$ cat src/rtl/instr_fetch_seq.sv
// Instruction fetch sequencer: owns the PC and reads each 2-byte instruction from a
// registered byte-wide ROM. It presents the instruction to the CPU through a valid/ready
// handshake and handles jump redirects and the halt opcode.
// Optional build macro FETCH_SKIP_NOP_EN: nop instructions (opcode1 == 8'h00) are fetched
// but never presented to the CPU.
module instr_fetch_seq #(
  parameter logic [7:0] RESET_PC = 8'h00,
  parameter logic [7:0] HALT_OP  = 8'hFF
) (
  input  logic       clk,
  input  logic       reset,
  output logic [7:0] rom_address,
  input  logic [7:0] rom_data,
  output logic [7:0] opcode1,
  output logic [7:0] opcode2,
  output logic       instr_valid,
  input  logic       instr_ready,
  input  logic       jump_valid,
  input  logic [7:0] jump_target,
  output logic [7:0] pc_out,
  output logic       halted
);

  localparam logic [7:0] NOP_OP = 8'h00;

`ifdef FETCH_SKIP_NOP_EN
  localparam logic SKIP_NOP = 1'b1;
`else
  localparam logic SKIP_NOP = 1'b0;
`endif

  typedef enum logic [2:0] {
    F1     = 3'd0,
    F2     = 3'd1,
    F3     = 3'd2,
    VALID  = 3'd3,
    HALTED = 3'd4
  } state_t;

  state_t     state;
  logic [7:0] pc;
  logic [7:0] byte0;

  // Fetch sequencing. rom_address is loaded on entry to F1 and F2 so that it is already
  // stable during those states. opcode1, opcode2 and pc_out are updated only on entry to VALID.
  always_ff @(posedge clk) begin
    if (reset) begin
      state       <= F1;
      pc          <= RESET_PC;
      rom_address <= RESET_PC;
      byte0       <= 8'h00;
      opcode1     <= 8'h00;
      opcode2     <= 8'h00;
      pc_out      <= RESET_PC;
      instr_valid <= 1'b0;
      halted      <= 1'b0;
    end else if (jump_valid) begin
      state       <= F1;
      pc          <= jump_target;
      rom_address <= jump_target;
      instr_valid <= 1'b0;
      halted      <= 1'b0;
    end else begin
      case (state)
        F1: begin
          rom_address <= 8'(pc + 8'd1);
          state       <= F2;
        end
        F2: begin
          byte0 <= rom_data;
          state <= F3;
        end
        F3: begin
          pc <= 8'(pc + 8'd2);
          if (SKIP_NOP && (byte0 == NOP_OP)) begin
            rom_address <= 8'(pc + 8'd2);
            state       <= F1;
          end else begin
            opcode1     <= byte0;
            opcode2     <= rom_data;
            pc_out      <= pc;
            instr_valid <= 1'b1;
            state       <= VALID;
          end
        end
        VALID: begin
          if (instr_ready) begin
            instr_valid <= 1'b0;
            if (opcode1 == HALT_OP) begin
              halted <= 1'b1;
              state  <= HALTED;
            end else begin
              rom_address <= pc;
              state       <= F1;
            end
          end
        end
        HALTED: begin
          state <= HALTED;
        end
        default: begin
          rom_address <= pc;
          instr_valid <= 1'b0;
          state       <= F1;
        end
      endcase
    end
  end

endmodule

$ cat config.mk
export PLATFORM = sky130hd
export DESIGN_NAME = instr_fetch_seq
export DESIGN_NICKNAME = d
export VERILOG_FILES = /design/src/rtl/instr_fetch_seq.sv
export SDC_FILE = /design/constraint.sdc
export NUM_CORES = 1
export LEC_CHECK = 0
export CORE_UTILIZATION = 40
export CTS_BUF_LIST = sky130_fd_sc_hd__clkbuf_2 sky130_fd_sc_hd__clkbuf_4 sky130_fd_sc_hd__clkbuf_8
export DETAILED_ROUTE_END_ITERATION = 6
export GPL_ROUTABILITY_DRIVEN = 0
export HOLD_SLACK_MARGIN = 0.1
export PLACE_DENSITY = 0.66
export RECOVER_POWER = 100
export REMOVE_ABC_BUFFERS = 1
export SLEW_MARGIN = 40
export SYNTH_ARGS = -nofsm -noshare
export SYNTH_HDL_FRONTEND = slang
export SYNTH_SLANG_ARGS = --single-unit
$ cat constraint.sdc
create_clock -name clk -period 4.6 [get_ports clk]
set_input_delay 0.69 -clock clk [delete_from_list [all_inputs] [get_ports clk]]
set_output_delay 0.69 -clock clk [all_outputs]
set_load 0.05 [all_outputs]
**Word level (Yosys, flattened, before mapping)**

Index checks and enable logic that the tools add are counted.

- Register bits after elaboration: 53
- Input port bits: 20
- Logic and storage cells: 43

- Add/sub/neg operators: 2
- Equal/unequal tests: 9
- Muxes and demuxes: 11
- Bitwise gates (word level): 2
- Reduce and logical (&&, ||, !) cells: 10

Operators with widths:

| kind | count |
|---|---|
| 8-bit 2-to-1 mux | 5 |
| 8-bit case mux with 3 select lines | 1 |
| 3-bit case mux with 5 select lines | 1 |
| 8-bit by 1-bit adder with 8-bit output (second input constant) | 1 |
| 8-bit by 2-bit adder with 8-bit output (second input constant) | 1 |
| 8-bit == test (second input constant) | 1 |
| 3-bit by 2-bit == test with 1-bit output (second input constant) | 2 |
| 3-bit 2-to-1 mux | 2 |
| 3-bit inequality test (second input constant) | 2 |
| 2-bit AND reduction | 3 |
| 3-bit AND reduction | 2 |
| 3-bit OR reduction | 2 |
| 3-bit by 1-bit == test with 1-bit output (second input constant) | 1 |
| 3-bit == test (second input constant) | 1 |
| 3-bit logical NOT | 1 |
| 1-bit case mux with 3 select lines | 1 |
| 2-bit by 1-bit inequality test with 1-bit output (second input constant) | 1 |
| 2-bit inequality test (second input constant) | 1 |
| 1-bit NOT | 2 |
| 2-bit nonzero test | 1 |
| 2-bit OR reduction | 1 |
| 1-bit 2-to-1 mux | 1 |

**Longest topological paths before layout**

- Depth in word-level cells: 5
- Gate-level depth with buffers: 6
- Gate-level depth less buffers: 5

**Worst setup path after synthesis**

OpenSTA, ideal clock, no wires.

- Path type: input-to-reg
- Start: in instr_ready
- End: reg rom_address[7]
- Library setup time: 0.143 ns
- Data arrival time: 1.987 ns
- Setup slack: 2.470 ns
- Stages: 5
- Cells stage by stage: a21o_1 > a211oi_1 > or2_2 > clkbuf_1 > o311ai_0

- Cells in the longest elaborated chain, start to end: 2

Ends and longest elaborated chain:

| element | line | text |
|---|---|---|
| start: declaration | 17 | `input logic instr_ready,` |
| 3-bit inequality test (no line) | n/a |  |
| 3-bit AND reduction (no line) | n/a |  |
| end signal: assignment | 60 | `rom_address <= jump_target;` |
| end signal: assignment | 66 | `rom_address <= 8'(pc + 8'd1);` |
| end signal: assignment | 76 | `rom_address <= 8'(pc + 8'd2);` |
| end: declaration | 12 | `output logic [7:0] rom_address,` |

No other way between the ends.
A chain may end at the register's enable or synchronous reset.

**Final worst setup path**

- Start: in jump_valid
- End: reg pc_out[2]

- Cells in the longest elaborated chain, start to end: 2

Ends and longest elaborated chain:

| element | line | text |
|---|---|---|
| start: declaration | 18 | `input logic jump_valid,` |
| 1-bit NOT (no line) | n/a |  |
| 2-bit AND reduction (no line) | n/a |  |
| end signal: assignment | 81 | `pc_out <= pc;` |
| end: declaration | 20 | `output logic [7:0] pc_out,` |

No other way between the ends.

==> summary.txt <==
switching power: 242 uW
Worst EP arrival: 3370 ps
Num CTS Buffers: 5
Die Area: 0.00622 mm^2
share of total power in sequential cells: 56.2%
crit-path max FO: 24
YS warnings: 0
reg2reg path depth: 5
Main synth FF type: dfxtp_1
Critical Path Sink: pc_out[2]
vias post-DR: 2122
Fmax: 319 MHz
Avg Synthesized Cell Area: 8.03 um^2
Sw Ratio: 27.8%
Vias/cell: 5.18
area grow syn2layout: 27.2%
Clock Tree Buf Depth: 2
crit path from: jump_valid
first-pass GRT wire length: 9.04 mm
clock power share: 30.7%
post-route ant nets: 0
Gate power share: 13.1%
critical path startpoint category: primary input
WP data required: 4840 ps
most common cell in the synthesized netlist: nand2_1
mean routed wirelength per cell: 13.2 um
Routed WL: 5.42 mm
ant diodes: 0
period utilization: 68.1%
Pleak: 0.00112 uW
Final Hold Viols: 0
DIE HEIGHT: 78.9 um
Final HPWL DP: 3.63 mm
number of synthesized register bits: 53
Rows: 27
Async S/R FF share, synth: 0%
Hold Crit Depth: 2
Root Buffer: clkbuf_8
largest net degree at the start of global routing: 42
post-synthesis sequential area ratio: 44.9%
library cells used by synthesis: 41
Resized cells post-CTS: 0
H-tree Lvls: 2
final setup TNS: 0 ps
fin nets: 359
Total GRT Usage: 18.2%
internal cell power: 627 uW
detailed-router iteration count before antenna repair: 5
final setup fails: 0
postcts setup bufs: 0
placed cells: 402
leading post-synthesis cells by cell area: dfxtp_1, nand2_1, a21oi_1
Die X: 78.9 um
core area: 0.00561 mm^2
Tightest Pin Transition: 979 ps
Max VDD drop: 176 uV
share of cells above drive strength 1: 5.62%
I/O pins: 54
post-synth top area share: 44.9%
Fin Clk Skew: 11.5 ps
HP Start: halted
reg2reg end: rom_address[6]
pwr dens: 289 mW/mm^2
EDFF count, synth: 0
TritonCTS clock tree: yes
Slew Limit Fails: 0
Skew-Pair Late Insertion Delay: 320 ps
post-route insts no fill: 410
Gate Count Post-Synth: 294
drt drc: 0
Worst Setup End Kind: flop
status: completed
cts-stage hold buffer count: 0
Period minus WS final: 3130 ps
vias in the first global route: 1865
Initial Util: 42.1%
type of the most critical hold path: reg2reg
Slew headroom: 34.8%
critical path class: in2reg
FF-to-FF setup slack: 2180 ps
PortBufs: 53
top cells by count, synth: nand2_1, dfxtp_1, a21oi_1
clk slew on worst S/H paths: 90 ps
CTS sink cnt: 53
max_cap viols: 0
initial DRC count: 90
most area-hungry cell type in the Yosys netlist: dfxtp_1
Overflow after GRT: 0
Syn Std Cell Area: 0.00236 mm^2
Power Total: 869 uW
worst reg2reg path startpoint: pc[1]
RSZ-0062 raised after global routing: no
initial antenna violation count: 0
## power groups by stage
| stage | Sequential, uW | Combinational [uW] | Clock [uW] |
|---|---|---|---|
| 3_3_place_gp | 499 | 116 | 0 |
| 6_report | 488 | 113 | 267 |
| 2_1_floorplan | 519 | 40.3 | 0 |
| 4_1_cts | 488 | 118 | 274 |
| 5_1_grt | 491 | 122 | 296 |
| 3_5_place_dp | 499 | 117 | 0 |
## worst min-delay path by stage
stage,endpoint
final,halted
after global routing,opcode1[1]
after global placement,opcode1[6]
after CTS,halted
after detailed placement,opcode1[4]
after floorplan,opcode1[0]
## critical path, stage by stage
cell           delay, ps
dlygate4sd3_1        520
clkbuf_1             730
inv_1                420
nand2_1              720
nand2_1              120
a21oi_1              170
## placed cells by master (no fill, tap or decap), types with 3 or more instances in the layout
cell type         n
a21oi_1          39
or3_1             4
clkdlybuf4s50_1  17
nor3_1            3
inv_1             4
xnor2_1           5
a2111oi_0         4
dfxtp_1          53
clkbuf_8          5
nand2_1          81
xor2_1            4
a211o_1           4
buf_4             3
a211oi_1          5
nor2_1           10
o21ai_0          10
nor2b_1           3
dlygate4sd3_1    35
o221ai_1          3
nand3_1           4
nor3b_1           9
## kinds of logic (layout without fill, tap and decap cells)
group,count (synthesis),after routing,synth area share (%)
and+or+nand+nor,134,134,27.8
AOI/OAI and AO/OA,69,69,17.6
DFF,53,53,44.9
buffers and inverters,25,69,4.40
xor gates and xnor gates,9,9,3.34
adders and majority gates,2,2,1.06
muxes,2,2,0.900
## area by class of cell
cell class / instances / area [um^2]
clock buffers: 5 / 68.8
clock inverters: 3 / 21.3
fillers: 553 / 2600
inverters: 4 / 15.0
multi-input cells: 216 / 1200
flip-flops and latches: 53 / 1060
well taps: 72 / 90.1
repair buffers: 57 / 552
## state kept, by name, summed over array words and instances (netlist names)
register	flops
instr_valid	1
pc_out	8
pc	8
opcode2	8
byte0	8
halted	1
opcode1	8
state	3
rom_address	8
## stage by stage
stage | area, um^2 | setup slack, ps | hold slack (ps) | utilization [%]
6_report | 3000 | 1470 | 450 | 53.6
3_3_place_gp | 2920 | 2000 | 438 | 52.1
2_1_floorplan | 2270 | 2250 | 426 | -
3_5_place_dp | 2920 | 1950 | 443 | 52.1
4_1_cts | 3010 | 2280 | 457 | 53.7
5_1_grt | 3000 | 1200 | 471 | 53.6
## metal layers
metal | GRT usage (%) | up-vias | routed length (um)
li1 | - | 1094 | -
met1 | 25.1 | 984 | 2670
met2 | 29.0 | 39 | 2490
met3 | 2.64 | 5 | 176
met4 | 6.55 | 0 | 77
met5 | 0 | - | 0
No activity file was read; power rests on OpenSTA's default activity.
